`config.mk`:
```
export PLATFORM = sky130hd
export DESIGN_NAME = pkt_switch
export DESIGN_NICKNAME = d
export VERILOG_FILES = /design/src/rtl/pkt_switch.sv
export SDC_FILE = /design/constraint.sdc
export NUM_CORES = 2
export LEC_CHECK = 0
export ABC_AREA = 0
export BUFFER_PORTS_ARGS = -buffer_cell sky130_fd_sc_hd__clkbuf_2
export CORE_UTILIZATION = 43
export DETAILED_ROUTE_END_ITERATION = 10
export HOLD_SLACK_MARGIN = 0.05
export PLACE_DENSITY_LB_ADDON = 0.25
export SLEW_MARGIN = 20
export SYNTH_ARGS = -nofsm -noshare
export SYNTH_HDL_FRONTEND = slang
export SYNTH_SLANG_ARGS = --single-unit
export TNS_END_PERCENT = 20
```
`constraint.sdc`:
```
create_clock -name clock -period 9.5 [get_ports clock]
set_input_delay 0.475 -clock clock [delete_from_list [all_inputs] [get_ports clock]]
set_output_delay 0.475 -clock clock [all_outputs]
set_load 0.01 [all_outputs]
```
`src/rtl/pkt_switch.sv`:
```
// pkt_switch
// -----------------------------------------------------------------------------
// N-port packet switch. Byte-serial packets arrive on one framed input; the
// first byte (DA) is compared against the per-port address registers and the
// whole packet is steered into the FIFO of the lowest-index matching port.
// Each FIFO is written speculatively through a tentative write pointer and
// only committed at end of packet, so an output port only ever presents
// complete, accepted packets. Failed packets (no match, overflow, bad
// trailing parity) are rolled back and counted.
//
// Ports:
//   clock, reset          clock (rising edge), asynchronous active-low reset
//   mem_en/mem_rd_wr      config strobe and direction (1 = write)
//   mem_add/mem_data      port index and address value to write
//   mem_rdata             registered config read data
//   data_status/data_in   packet framing (high for every byte) and byte
//   data_out/out_eop      per-port popped byte and last-byte flag
//   ready                 per-port "holds at least one committed byte"
//   read                  per-port pop request
//   drop_cnt/perr_cnt     saturating drop and parity-error packet counters
// -----------------------------------------------------------------------------
module pkt_switch #(
    parameter int NUM_PORTS    = 4,
    parameter int DATA_W       = 8,
    parameter int FIFO_DEPTH   = 64,
    parameter int CHECK_PARITY = 0,
    parameter int AW           = $clog2(NUM_PORTS)
) (
    input  logic                        clock,
    input  logic                        reset,
    input  logic                        mem_en,
    input  logic                        mem_rd_wr,
    input  logic [AW-1:0]               mem_add,
    input  logic [DATA_W-1:0]           mem_data,
    output logic [DATA_W-1:0]           mem_rdata,
    input  logic                        data_status,
    input  logic [DATA_W-1:0]           data_in,
    output logic [NUM_PORTS*DATA_W-1:0] data_out,
    output logic [NUM_PORTS-1:0]        out_eop,
    output logic [NUM_PORTS-1:0]        ready,
    input  logic [NUM_PORTS-1:0]        read,
    output logic [15:0]                 drop_cnt,
    output logic [15:0]                 perr_cnt
);

    localparam int PW = $clog2(FIFO_DEPTH);

    // Pointers carry one extra wrap bit so full and empty are distinguishable.
    typedef logic [PW:0] ptr_t;
    localparam ptr_t FULL_LVL = ptr_t'(FIFO_DEPTH);

    typedef enum logic [1:0] {IDLE, RECV, DROP} state_t;

    state_t              r_state;
    state_t              w_nextState;

    logic [DATA_W-1:0]   r_addr [NUM_PORTS];
    logic [DATA_W-1:0]   r_rdata;
    logic [DATA_W:0]     r_mem [NUM_PORTS][FIFO_DEPTH];
    ptr_t                r_twp [NUM_PORTS];
    ptr_t                r_cwp [NUM_PORTS];
    ptr_t                r_rp  [NUM_PORTS];
    logic [DATA_W-1:0]   r_dout [NUM_PORTS];
    logic [NUM_PORTS-1:0] r_eop;
    logic [NUM_PORTS-1:0] w_ready;

    logic [AW-1:0]       r_target;
    logic [DATA_W-1:0]   r_xor;
    logic [DATA_W-1:0]   r_lastByte;
    logic                r_multi;
    logic                r_rbPending;
    logic [15:0]         r_dropCnt;
    logic [15:0]         r_perrCnt;

    logic                w_hit;
    logic [AW-1:0]       w_hitIdx;
    logic [AW-1:0]       w_wrPort;
    logic                w_full;
    logic                w_cfgValid;
    logic [DATA_W-1:0]   w_cfgRd;
    logic [PW-1:0]       w_lastIdx;
    logic                w_parityBad;

    logic w_wrByte, w_start, w_setRb, w_rollback, w_commit, w_markEop;
    logic w_incDrop, w_incPerr;

    // Address match: scanning from the top down leaves the lowest index winning.
    always_comb begin
        w_hit    = 1'b0;
        w_hitIdx = '0;
        for (int i = NUM_PORTS - 1; i >= 0; i--) begin
            if (r_addr[i] == data_in) begin
                w_hit    = 1'b1;
                w_hitIdx = AW'(i);
            end
        end
    end

    // Config read mux; indices past the last port read as zero.
    always_comb begin
        w_cfgRd = '0;
        for (int i = 0; i < NUM_PORTS; i++) begin
            if (mem_add == AW'(i)) begin
                w_cfgRd = r_addr[i];
            end
        end
    end

    assign w_cfgValid  = (int'(mem_add) < NUM_PORTS);
    assign w_wrPort    = (r_state == IDLE) ? w_hitIdx : r_target;
    // Fullness is judged against the read pointer, so speculative bytes count.
    assign w_full      = ((r_twp[w_wrPort] - r_rp[w_wrPort]) == FULL_LVL);
    assign w_lastIdx   = r_twp[r_target][PW-1:0] - PW'(1);
    // Running XOR covers every byte including the trailer, so a good packet folds to zero.
    assign w_parityBad = (CHECK_PARITY != 0) && ((r_xor != '0) || !r_multi);

    always_ff @(posedge clock or negedge reset) begin
        if (!reset) begin
            r_state <= IDLE;
        end else begin
            r_state <= w_nextState;
        end
    end

    // Input framing FSM: decides per cycle whether a byte is written, and
    // whether the packet in flight is committed, rolled back or counted.
    always_comb begin
        w_nextState = r_state;
        w_wrByte    = 1'b0;
        w_start     = 1'b0;
        w_setRb     = 1'b0;
        w_rollback  = 1'b0;
        w_commit    = 1'b0;
        w_markEop   = 1'b0;
        w_incDrop   = 1'b0;
        w_incPerr   = 1'b0;
        case (r_state)
            IDLE: begin
                if (data_status) begin
                    w_start = 1'b1;
                    if (w_hit && !w_full) begin
                        w_wrByte    = 1'b1;
                        w_nextState = RECV;
                    end else begin
                        w_setRb     = w_hit;
                        w_nextState = DROP;
                    end
                end
            end
            RECV: begin
                if (data_status) begin
                    if (!w_full) begin
                        w_wrByte = 1'b1;
                    end else begin
                        w_setRb     = 1'b1;
                        w_nextState = DROP;
                    end
                end else begin
                    w_nextState = IDLE;
                    if (w_parityBad) begin
                        w_rollback = 1'b1;
                        w_incPerr  = 1'b1;
                    end else begin
                        w_commit  = 1'b1;
                        w_markEop = 1'b1;
                    end
                end
            end
            DROP: begin
                if (!data_status) begin
                    w_rollback  = r_rbPending;
                    w_incDrop   = 1'b1;
                    w_nextState = IDLE;
                end
            end
            default: w_nextState = IDLE;
        endcase
    end

    // Per-packet bookkeeping, address registers, config readback and counters.
    always_ff @(posedge clock or negedge reset) begin
        if (!reset) begin
            for (int i = 0; i < NUM_PORTS; i++) begin
                r_addr[i] <= '0;
            end
            r_rdata     <= '0;
            r_target    <= '0;
            r_xor       <= '0;
            r_lastByte  <= '0;
            r_multi     <= 1'b0;
            r_rbPending <= 1'b0;
            r_dropCnt   <= '0;
            r_perrCnt   <= '0;
        end else begin
            for (int i = 0; i < NUM_PORTS; i++) begin
                if (mem_en && mem_rd_wr && w_cfgValid && mem_add == AW'(i)) begin
                    r_addr[i] <= mem_data;
                end
            end
            if (mem_en && !mem_rd_wr) begin
                r_rdata <= w_cfgValid ? w_cfgRd : '0;
            end
            if (w_start) begin
                r_target    <= w_hitIdx;
                r_xor       <= data_in;
                r_multi     <= 1'b0;
                r_rbPending <= w_setRb;
            end else begin
                if (w_wrByte) begin
                    r_xor   <= r_xor ^ data_in;
                    r_multi <= 1'b1;
                end
                if (w_setRb) begin
                    r_rbPending <= 1'b1;
                end
            end
            if (w_wrByte) begin
                r_lastByte <= data_in;
            end
            if (w_incDrop && r_dropCnt != 16'hFFFF) begin
                r_dropCnt <= r_dropCnt + 16'd1;
            end
            if (w_incPerr && r_perrCnt != 16'hFFFF) begin
                r_perrCnt <= r_perrCnt + 16'd1;
            end
        end
    end

    // FIFO storage. The eop flag is set by rewriting the last entry at commit
    // time, which never collides with a byte write since none happens then.
    always_ff @(posedge clock) begin
        if (w_wrByte) begin
            r_mem[w_wrPort][r_twp[w_wrPort][PW-1:0]] <= {1'b0, data_in};
        end else if (w_markEop) begin
            r_mem[r_target][w_lastIdx] <= {1'b1, r_lastByte};
        end
    end

    // Per-port pointers and the pop path.
    always_ff @(posedge clock or negedge reset) begin
        if (!reset) begin
            for (int i = 0; i < NUM_PORTS; i++) begin
                r_twp[i]  <= '0;
                r_cwp[i]  <= '0;
                r_rp[i]   <= '0;
                r_dout[i] <= '0;
            end
            r_eop <= '0;
        end else begin
            for (int i = 0; i < NUM_PORTS; i++) begin
                if (w_rollback && r_target == AW'(i)) begin
                    r_twp[i] <= r_cwp[i];
                end else if (w_wrByte && w_wrPort == AW'(i)) begin
                    r_twp[i] <= r_twp[i] + ptr_t'(1);
                end
                if (w_commit && r_target == AW'(i)) begin
                    r_cwp[i] <= r_twp[i];
                end
                if (read[i] && w_ready[i]) begin
                    r_rp[i]   <= r_rp[i] + ptr_t'(1);
                    r_dout[i] <= r_mem[i][r_rp[i][PW-1:0]][DATA_W-1:0];
                    r_eop[i]  <= r_mem[i][r_rp[i][PW-1:0]][DATA_W];
                end
            end
        end
    end

    for (genvar g = 0; g < NUM_PORTS; g++) begin : g_port
        assign w_ready[g]                    = (r_cwp[g] != r_rp[g]);
        assign data_out[g*DATA_W +: DATA_W]  = r_dout[g];
    end

    assign ready     = w_ready;
    assign out_eop   = r_eop;
    assign mem_rdata = r_rdata;
    assign drop_cnt  = r_dropCnt;
    assign perr_cnt  = r_perrCnt;

endmodule

```
==> reports/results.ini <==
[status]
status = finished clean

[timing]
tightestPinTransition_ns = 1.33
clock_skew_ns = 0.0461
tns_ns = 0
rsz0062_at_grt = no
finalCriticalPeriod_ns = 7.61
finalMaxSlewViolations = 0
hold_viol = 0
finalSetupViolCount = 0
fmax_mhz = 131
fin_crit_sh_pct = 80.1
max_slew_margin_pct = 10.8

[synth]
synth.cell_area_um2 = 99300
yosys-top-cells-area = edfxtp_1 70%, mux4_2 17%, dfrtp_1 4.8%
ys_seq_area_share_pct = 74.4
syn_inst = 4648
synth_flop_cell = edfxtp_1
synth_top_area_cell = edfxtp_1
synth_edf_count = 2304
yosysWarnings = 0
synth.distinct_cells = 65
synth-async-reset-ratio_pct = 7.58
syn_avg_cell_area_um2 = 21.4
netlist.area_leader.share_pct = 69.7
synth_seq_cells = 2493

[route]
antenna_left = 0
routed_via_density = 5.97
first_iter_violations = 5580
wl_per_cell_um = 31.7
drt_first_pass_iters = 5
drc = 0
wl_um = 257000
vias = 48400

[critical_path]
reg2reg_to = r_mem[1][108]$_DFFE_PP_
crit_type = flip-flop to flip-flop
worstSetupStartpoint = r_addr[1]$_DFFE_PN0P_
worst_r2r_path_depth = 17
cp_cell_sequence = xor2_1 > nor4_2 > o211ai_1 > a21oi_4 > mux2i_1 > mux2i_1 > ha_1 > nor2b_1 > or2_2 > a221oi_1 > o21ai_2 > xnor2_2 > o21ai_2 > inv_2 > buf_4 > a31oi_2 > nor2_1
cp.depth = 17
critPathCapture = r_mem[1][108]$_DFFE_PP_
reg2reg_from = r_addr[1]$_DFFE_PN0P_
crit_fanout = 35
cp-start-kind = flip-flop
cp-end-kind = flip-flop
crit_required_ns = 10.03
crit_family = compound AO/OA/AOI/OAI gates
critPathSlowestCell = a31oi_2
critPathArrivalTime_ns = 8.14
worst-path-buf-inv = 2
cpPeakStageDelay_ns = 0.89
r2r_slack_ns = 1.89

[floorplan]
core_area_um2 = 230000
die_area_um2 = 233000
fp-row-count = 176
die_h_um = 483
die_w_um = 483
start_util_pct = 43.2
io-pin-count = 107

[clocking]
htreeDepth = 5
ctsLongestPathBuffers = 4
cts_tree = yes
numCtsBuffers = 274
cts-root-buf = clkbuf_16
path_clk_slew_ns = 0.06
clock_latency_ns = 0.93
numClockSinks = 2493
cts_resized = 0

[finish]
final_common_cell = edfxtp_1
area_growth_pct = 13.4
nets = 4941
layout_common_cells = 2304 x edfxtp_1, 770 x mux4_2, 335 x nor2_1
drive_gt1_share_pct = 31.2

[power]
vdd_drop_max_uv = 202
power_density_nw_per_um2 = 252
power.leakage_uw = 0.0359
total_power_uw = 28400

[global_routing]
grt.total_usage_pct = 22.4
grt_start_max_net_pins = 136
antenna_found_initial = 17
grt_pass1_wl_um = 369000
globalRouteOverflowTotal = 0
grt_pass1_vias = 48600

[placed_design]
io_buffers = 90
hpwlAfterDp_um = 161000
routabilityCongestion = 0.907

[worst_hold_path]
hp-class = primary input to asynchronous set/reset pin

[run]
drv_cap = 0

==> metal layers <==
metal	up-vias	part of all wire, %	track usage [%]
li1	19700	-	-
met1	26200	43	33.0
met2	2115	46	33.5
met3	376	8.2	4.67
met4	12	2.9	6.87
met5	-	0.026	0
==> power by group <==
| part | internal, uW | total, uW | switching, uW |
|---|---|---|---|
| sequential | 12200 | 12600 | 399 |
| clock | 5910 | 10100 | 4140 |
| combinational | 2770 | 5820 | 3060 |
==> cell type report <==
type,instances,area [um^2]
Fill cell,18300,117000
Sequential cell,2493,74000
Antenna cell,8,20.0
Clock inverter,97,821
Clock buffer,366,7520
Tap cell,3026,3790
Multi-Input combinational cell,1875,24800
Inverter,21,86.3
Timing Repair Buffer,234,1670
==> sequential cells by signal, summed over array words and instances (netlist names) <==
signal,cells
r_rbPending,1
mem_rdata,8
drop_cnt,16
r_target,2
r_cwp,28
out_eop,4
r_mem,2304
data_out,32
r_rp,28
r_twp,28
r_addr,32
r_lastByte,8
r_state,2
==> worst min-delay path by stage <==
stage | startpoint | to | slack (ns)
after floorplan | reset | data_out[0]$_DFFE_PN0P_ | 0.18
after global placement | drop_cnt[15]$_DFFE_PN0P_ | drop_cnt[15]$_DFFE_PN0P_ | 0.48
after detailed placement | drop_cnt[9]$_DFFE_PN0P_ | drop_cnt[9]$_DFFE_PN0P_ | 0.48
after CTS | read[2] | r_rp[7]$_DFFE_PN0P_ | 0.07
after global routing | read[2] | r_rp[7]$_DFFE_PN0P_ | 0.11
final | reset | drop_cnt[10]$_DFFE_PN0P_ | 0.12
==> logic make-up after synthesis <==
kind of cell / share of synthesized area, %
flops: 74.4
buf+inv: 1.21
simple gates: 2.74
other cells: 0.00378
mux: 19.1
compound gates: 1.25
fa+ha+maj: 0.189
xor+xnor: 1.08
==> timing repair <==
item                      in CTS  in global routing
hold buffers                  18                  0
buffers inserted               0                  0
hold endpoints to repair      98                  0
==> through the flow <==
stage,setup WS [ns],cells,area [um^2],utilization [%],hold slack (ns)
2_1_floorplan,0.222,4663,99400,-,0.179
3_3_place_gp,1.64,7625,104000,45.2,0.480
3_5_place_dp,1.76,7631,104000,45.3,0.479
4_1_cts,2.03,8112,113000,49.0,0.0723
5_1_grt,1.58,8113,113000,49.0,0.107
6_report,1.89,8120,113000,49.0,0.117
==> cells in the mapped netlist, types with 5 or more instances <==
cell / instances
xor2_1: 46
nand3_1: 32
and3_1: 11
nand2b_1: 7
edfxtp_1: 2304
clkbuf_1: 161
nor3_1: 15
mux2_2: 118
ha_1: 15
a31oi_2: 10
o211ai_1: 5
inv_1: 20
xnor2_1: 70
and2_1: 7
nor4_2: 5
dfrtp_1: 189
nor4_1: 6
a21oi_1: 29
o22ai_1: 18
buf_4: 17
buf_1: 74
nand2_1: 141
a32oi_1: 5
nor2_1: 358
buf_2: 21
nand4_1: 21
mux2i_1: 27
mux4_2: 770
o21ai_0: 15
a31oi_1: 47
a211oi_1: 5
nor2b_1: 13
o21ai_1: 5
No activity file was read; power rests on OpenSTA's default activity.
